### src/rtl/mem_arbiter.sv
// Two-port request arbiter in front of the cache: one request in flight at a time, in-order tag FIFO routes responses.
// Optional macro MEM_ARB_ROUND_ROBIN_EN selects round-robin arbitration; default is fixed priority (port 0 first).
module mem_arbiter #(
  parameter int ADDR_WIDTH = 32,
  parameter int DATA_WIDTH = 32,
  parameter int DEPTH      = 4
) (
  input  logic                  CLK,
  input  logic                  RST,
  input  logic                  P0_ADDR_VALID,
  input  logic [ADDR_WIDTH-1:0] P0_ADDR,
  input  logic                  P0_DATA_VALID,
  input  logic [DATA_WIDTH-1:0] P0_DATA,
  output logic                  P0_READY,
  output logic                  P0_SEND_VALID,
  output logic [DATA_WIDTH-1:0] P0_SEND_DATA,
  input  logic                  P0_SEND_READY,
  input  logic                  P1_ADDR_VALID,
  input  logic [ADDR_WIDTH-1:0] P1_ADDR,
  input  logic                  P1_DATA_VALID,
  input  logic [DATA_WIDTH-1:0] P1_DATA,
  output logic                  P1_READY,
  output logic                  P1_SEND_VALID,
  output logic [DATA_WIDTH-1:0] P1_SEND_DATA,
  input  logic                  P1_SEND_READY,
  output logic                  C_ADDR_VALID,
  output logic [ADDR_WIDTH-1:0] C_ADDR,
  output logic                  C_DATA_VALID,
  output logic [DATA_WIDTH-1:0] C_DATA,
  input  logic                  C_READY,
  input  logic                  C_SEND_VALID,
  input  logic [DATA_WIDTH-1:0] C_SEND_DATA,
  output logic                  C_SEND_READY,
  output logic                  ERR
);

  localparam int              PTR_W    = $clog2(DEPTH);
  localparam logic [PTR_W:0]  CNT_FULL = (PTR_W + 1)'(DEPTH);

  typedef enum logic {IDLE, ISSUE} state_t;

  state_t                  state_q, state_d;
  logic [ADDR_WIDTH-1:0]   req_addr_q;
  logic                    req_wr_q;
  logic [DATA_WIDTH-1:0]   req_data_q;
  logic                    tag_mem [DEPTH];
  logic [PTR_W-1:0]        wr_ptr_q, rd_ptr_q;
  logic [PTR_W:0]          count_q;
  logic                    err_q;
  logic                    fifo_full, fifo_empty, head;
  logic                    winner, accept, push, pop;

  assign fifo_full  = (count_q == CNT_FULL);
  assign fifo_empty = (count_q == '0);
  assign head       = tag_mem[rd_ptr_q];

`ifdef MEM_ARB_ROUND_ROBIN_EN
  logic last_grant_q;

  // Contention goes to the port not granted last; a lone requester always wins.
  assign winner = (P0_ADDR_VALID && P1_ADDR_VALID) ? ~last_grant_q : ~P0_ADDR_VALID;

  always_ff @(posedge CLK) begin
    if (RST)         last_grant_q <= 1'b1;
    else if (accept) last_grant_q <= winner;
  end
`else
  assign winner = ~P0_ADDR_VALID;
`endif

  // NOTE: every signal written here gets a default first, so no path leaves it unassigned and no latch is inferred.
  always_comb begin
    state_d = state_q;
    accept  = 1'b0;
    case (state_q)
      IDLE: begin
        if (!fifo_full && (P0_ADDR_VALID || P1_ADDR_VALID)) begin
          accept  = 1'b1;
          state_d = ISSUE;
        end
      end
      ISSUE: begin
        if (C_READY) state_d = IDLE;
      end
    endcase
  end

  assign push = accept;
  assign pop  = C_SEND_VALID && C_SEND_READY;

  assign P0_READY     = accept && !winner;
  assign P1_READY     = accept &&  winner;
  assign C_ADDR_VALID = (state_q == ISSUE);
  assign C_ADDR       = req_addr_q;
  assign C_DATA_VALID = req_wr_q;
  assign C_DATA       = req_data_q;

  assign P0_SEND_VALID = C_SEND_VALID && !fifo_empty && !head;
  assign P1_SEND_VALID = C_SEND_VALID && !fifo_empty &&  head;
  assign P0_SEND_DATA  = C_SEND_DATA;
  assign P1_SEND_DATA  = C_SEND_DATA;
  assign C_SEND_READY  = !fifo_empty && (head ? P1_SEND_READY : P0_SEND_READY);
  assign ERR           = err_q;

  // NOTE: state uses non-blocking assignments so every register samples pre-edge values, independent of block order.
  always_ff @(posedge CLK) begin
    if (RST) begin
      state_q    <= IDLE;
      req_addr_q <= '0;
      req_wr_q   <= 1'b0;
      req_data_q <= '0;
      wr_ptr_q   <= '0;
      rd_ptr_q   <= '0;
      count_q    <= '0;
      err_q      <= 1'b0;
    end else begin
      state_q <= state_d;
      if (accept) begin
        req_addr_q <= winner ? P1_ADDR       : P0_ADDR;
        req_wr_q   <= winner ? P1_DATA_VALID : P0_DATA_VALID;
        req_data_q <= winner ? P1_DATA       : P0_DATA;
      end
      if (push) wr_ptr_q <= wr_ptr_q + PTR_W'(1);
      if (pop)  rd_ptr_q <= rd_ptr_q + PTR_W'(1);
      case ({push, pop})
        2'b10:   count_q <= count_q + (PTR_W + 1)'(1);
        2'b01:   count_q <= count_q - (PTR_W + 1)'(1);
        default: ;
      endcase
      if (C_SEND_VALID && fifo_empty) err_q <= 1'b1;
    end
  end

  // NOTE: tag storage is deliberately not reset; an entry is only read while count_q says it holds a live tag.
  always_ff @(posedge CLK) begin
    if (push) tag_mem[wr_ptr_q] <= winner;
  end

endmodule

### config.mk
export PLATFORM = sky130hd
export DESIGN_NAME = mem_arbiter
export DESIGN_NICKNAME = d
export VERILOG_FILES = /design/src/rtl/mem_arbiter.sv
export SDC_FILE = /design/constraint.sdc
export NUM_CORES = 1
export LEC_CHECK = 0
export CAP_MARGIN = 40
export CORE_AREA = 3 3 118 120
export CTS_CLUSTER_DIAMETER = 30
export DETAILED_ROUTE_END_ITERATION = 10
export DIE_AREA = 0 0 121 123
export PLACE_DENSITY = 0.79
export SETUP_SLACK_MARGIN = 0.05
export SLEW_MARGIN = 20
export SYNTH_ARGS = -nofsm -noshare
export SYNTH_HDL_FRONTEND = slang
export SYNTH_SLANG_ARGS = --single-unit
### constraint.sdc
create_clock -name CLK -period 3.55 [get_ports CLK]
set_input_delay 0.355 -clock CLK [delete_from_list [all_inputs] [get_ports CLK]]
set_output_delay 0.355 -clock CLK [all_outputs]
set_load 0.02 [all_outputs]
# Word-level counts from Yosys, hierarchy flattened
# Memory sizes are Yosys's and may differ from the RTL's. A register that Yosys moved wholly into a read port is not among the register bits.
# Index checks and enable logic that the tools add are counted.
[totals]
elab_cells = 46
ff_bits = 74
output_inout_bits = 136
n_memories = 1
latch_bits = 0
mem_bits_ro = 0
ram_bits = 4
input_bits = 170
[mem_list]
columns = ["memory", "words", "word_bits", "read_ports", "rd_clocked_by_memory_dff", "write_ports", "line", "source"]
rows = [
  ["tag_mem", 4, 1, 1, 1, 1, "46", "logic tag_mem [DEPTH];"],
]
[classes]
add_sub_neg = 4
multipliers = 0
shifts = 0
magnitude_cmp = 0
n_div = 0
n_bitwise = 2
n_reduce_logical = 15
n_eq_ne = 3
muxes = 13
[op_table]
columns = ["cell", "n"]
rows = [
  ["2-to-1 mux 32 bit", 2],
  ["logical AND 1 bit", 9],
  ["2-to-1 mux 1 bit", 7],
  ["one-hot mux 3 bit (2 select lines)", 1],
  ["adder 2 x 1 -> 2 bit, second input constant", 2],
  ["2-to-1 mux 2 bit", 2],
  ["adder 3 x 1 -> 3 bit, second input constant", 1],
  ["== test 3 bit, second input constant", 1],
  ["zero test 1 bit", 3],
  ["zero test 3 bit", 1],
  ["subtractor 3 x 1 -> 3 bit, second input constant", 1],
  ["== test 2 x 1 -> 1 bit, second input constant", 1],
  ["== test 2 bit, second input constant", 1],
  ["NOT 1 bit", 2],
  ["one-hot mux 1 bit (2 select lines)", 1],
  ["nonzero test 2 bit", 1],
  ["logical OR 1 bit", 1],
]

# Depth between registers and ports, before layout
[logic_depth]
word_depth = 7
mapped_depth = 10
depth_no_buf = 9

# Least setup slack after synthesis
# No wires, ideal clock.
[synth_path]
path_type = "reg2reg"
startpoint = "register with a tool-made name"
endpoint = "register count_q[2]"
path_slack_ns = 1.151
setup_time_ns = 0.070
t_arrival_ns = 2.328
n_path_buf = 0
stages_incl_launch_ff = 10
t_required_ns = 3.480
synth_period_minus_slack_ns = 2.399
cell_sequence = "dfxtp_1 mux4_2 mux2i_2 nor2_2 ha_1 inv_1 fa_1 xor2_1 or3_1 a21oi_1"
[synth_rtl]
columns = ["element", "line", "source"]
rows = [
  ["end signal: assignment", "126", "2'b10: count_q <= count_q + (PTR_W + 1)'(1);"],
  ["end signal: assignment", "127", "2'b01: count_q <= count_q - (PTR_W + 1)'(1);"],
  ["end: declaration", "48", "logic [PTR_W:0] count_q;"],
]

==> flow_summary_export.csv <==
group,metric,value,unit
power,power.net_switching,938,uW
yosys,synth_top_area_cell,"dfxtp_1",
routing,drt_pass1_iterations,8,
placement,preCtsSetupSlack,0.951,ns
critical_path,max_stage_delay,0.53,ns
power,power,3.01,mW
critical_path,required_time_of_the_critical_path,3.81,ns
critical_path,timing.setup.critical_path_class,"reg -> reg",
power,power.clock.fraction,0.296,
flow_run,max_cap_viol_count,0,
critical_path,levels_on_crit_path,9,
final_layout,post_route_cells_drive_above_1_share,0.0523,
floorplanning,core_area,0.0131,sq mm
grt,gr-max-usage-layer,"met2",
yosys,seq_total_area_yosys,0.459,
critical_path,worstPathBufferInverterCount,1,
yosys,synth.distinct_cells,28,
grt,grt_antenna_before_repair,1,
yosys,ys_warn_count,0,
timing,max_freq,385,MHz
placement,io_buffer_count,209,
yosys,ys_top_cells_by_area,"dfxtp_1 43%, a222oi_1 18%, buf_4 14%",
grt,gr-usage-all-layers,0.143,
status,run_status,"finished clean",
grt,grt_first_pass_wirelength,16700,um
critical_path,critPathArrivalTime,2.86,ns
yosys,synth.avg_cell_area,9.89,sq um
placement,dp.cells,657,
timing,setup_total_negative_slack,0,ns
grt,grt_pass1_vias,3403,
critical_path,cp_top_family,"multiplexers",
clock_network,post_cts_setup_buffer_count,0,
routing,drtAntennaViolNets,0,
routing,total_via_count_in_the_routed_design,3374,
hold_path,hold_path_startpoint,"count_q[2]$_SDFFE_PP0P_",
critical_path,worstPathMaxFanout,4,
critical_path,startpoint,"tag_mem[3]$_DFFE_PP_",
power,power.combinational.fraction,0.333,
timing,setup_viol_count_final,0,
critical_path,end_kind,"flip-flop",
critical_path,crit-reg2reg-launch,"tag_mem[3]$_DFFE_PP_",
yosys,post_synth_instance_area,0.00358,sq mm
critical_path,worst_setup_path_endpoint,"count_q[2]$_SDFFE_PP0P_",
clock_network,htree_levels,3,
timing,clock-skew-final,0.00625,ns
final_layout,instances_no_fill,673,
yosys,synth_fp_nets,538,
routing,post_drt_wl_per_cell,16.6,um
floorplanning,fp.dieH,123,um
final_layout,final_net_count,668,
floorplanning,die_area,0.0149,sq mm
clock_network,cts.path.max_buffers,2,
routing,remaining_drc_errors,0,
clock_network,cts_tree,"built",
critical_path,cp_cell_sequence,"mux4_2 > mux2i_2 > nor2_2 > ha_1 > inv_1 > fa_1 > xor2_1 > or3_1 > a21oi_1",
grt,met1_usage,0.148,
timing,worst-slew-pin-transition,0.772,ns
power,static-leakage-power,2.08,nW
power,seq_power_share,0.371,
routing,drt-initial-drc-count,276,
hold_path,timing.hold.worst.class,"reg -> reg",
floorplanning,number_of_top_level_design_ports,306,
timing,relSlewSlack,0.485,
clock_network,clock-root-buffer,"clkbuf_16",
timing,final_critical_path_setup_slack,0.953,ns
floorplanning,rows,42,
critical_path,worstSetupStartpointType,"flip-flop",
yosys,ys_seq_elements,80,
grt,grt_remaining_overflow,0,
power,power_density,541,mW/mm^2
yosys,synth_top_flop_cell,"dfxtp_1",
timing,hold_violation_count_in_the_final_report,0,
yosys,number_of_enable_flip_flop_cells_after_synthesis,4,
routing,viasPerCell,5.01,
critical_path,r2r_endpoint,"count_q[2]$_SDFFE_PP0P_",
power,cellInternalPower,2.07,mW
final_layout,areaGrowthSynthToFinish,55.4,%
timing,time_the_worst_path_needs_with_i_o_delays_and_setup,2.60,ns
final_layout,diodes,0,
critical_path,worst-r2r-setup-slack,0.95,ns
timing,post-route-period-util,0.732,
routing,routed_wl,11200,um
critical_path,worst_r2r_path_depth,9,
clock_network,cts_made_buffers,9,
power,vdd_ir_drop_max,0.000204,V
final_layout,layout_commonest_cell,"clkdlybuf4s50_1",
floorplanning,initial_utilization,0.274,
clock_network,clock-sinks,80,
grt,gr_met2_demand_resource,0.240,
floorplanning,die_x,121,um
timing,drv_slew,0,
power,power_switching_share,0.312,
clock_network,insertion_delay,0.33,ns
placement,final_replace_weighted_congestion,0.713,
clock_network,path_clk_slew,0.06,ns
placement,post-dp-hpwl,8380,um
clock_network,ctsResizeCount,0,
yosys,yosysTopAreaCellShare,0.425,
final_layout,utilization,0.425,
grt,use_met3,0.0686,
clock_network,hold_buffers,0,
yosys,async_flop_share,0,
final_layout,most-common-layout-cells,"208 x clkdlybuf4s50_1, 80 x nor2_1, 76 x dfxtp_1",
yosys,syn-instance-count,362,
timing,grt_setup_unrepaired,"no",
critical_path,crit_path_top_delay_cell,"mux4_2",
grt,grt_start_max_net_pins,73,
-- area by class of cell --
class / instances / area, sq um
repair buffers: 213 / 2120
fillers: 1236 / 7520
clock inverters: 4 / 26.3
clock buffers: 12 / 268
inverters: 11 / 41.3
multi-input cells: 177 / 1250
well taps: 176 / 220
flip-flops and latches: 80 / 1640
-- flip-flops by register name (all words and copies together), names as in the netlist, named ones only --
| register | count |
|---|---|
| C_ADDR | 32 |
| C_DATA | 32 |
| tag_mem | 4 |
| count_q | 3 |
| rd_ptr_q | 2 |
| wr_ptr_q | 2 |
| C_ADDR_VALID | 1 |
| C_DATA_VALID | 1 |
| ERR | 1 |
-- worst min-delay path, delay by kind of cell (launching register included) --
kind            cells  cell delay [ns]
compound gates      2             0.13
flops               1             0.32
-- Yosys cell counts, drive strengths merged, types with 4 or more instances --
library cell,n
a21oi,5
a222oi,65
buf,80
clkbuf,14
dfxtp,76
edfxtp,4
ha,5
inv,11
nor2,81
-- kinds of logic (layout without fill, tap and decap cells) --
kind of cell | Yosys count | in the layout | synth area share
compound gates | 72 | 72 | 0.192
xor+xnor | 3 | 3 | 0.00734
fa+ha+maj | 6 | 6 | 0.0231
buf+inv | 105 | 240 | 0.196
flops | 80 | 80 | 0.459
mux | 5 | 5 | 0.0192
simple gates | 91 | 91 | 0.104
-- metal layers --
layer	wire, um	vias up	share of wire
met1	3910	1576	0.35
met4	335	2	0.030
li1	-	1539	-
met5	13	-	0.0012
met3	1470	43	0.13
met2	5460	214	0.49
-- metrics by stage --
stage	instance area [sq um]	hold WS, ns
floorplan	3580	0.453
global placement	5270	0.473
detailed placement	5270	0.493
CTS	5560	0.506
global route	5560	0.537
finish	5560	0.505
-- worst min-delay path by stage --
stage / to / slack (ns) / cells past startpoint
after floorplan: flip-flop / 0.45 / 2
after global placement: ERR$_SDFFE_PP0P_ / 0.47 / 2
after detailed placement: rd_ptr_q[1]$_SDFFE_PP0P_ / 0.49 / 2
after CTS: count_q[2]$_SDFFE_PP0P_ / 0.51 / 2
after global routing: ERR$_SDFFE_PP0P_ / 0.54 / 2
final: count_q[2]$_SDFFE_PP0P_ / 0.50 / 2
-- power by group through the flow --
| stage | Clock [mW] | Sequential, mW | Combinational, mW |
|---|---|---|---|
| 6_report | 0.891 | 1.12 | 1.00 |
| 3_5_place_dp | 0 | 1.13 | 1.01 |
| 2_1_floorplan | 0 | 1.24 | 0.565 |
| 5_1_grt | 0.967 | 1.13 | 1.09 |
| 4_1_cts | 0.929 | 1.12 | 1.01 |
| 3_3_place_gp | 0 | 1.12 | 0.977 |
Power figures use the tool's default switching activity.
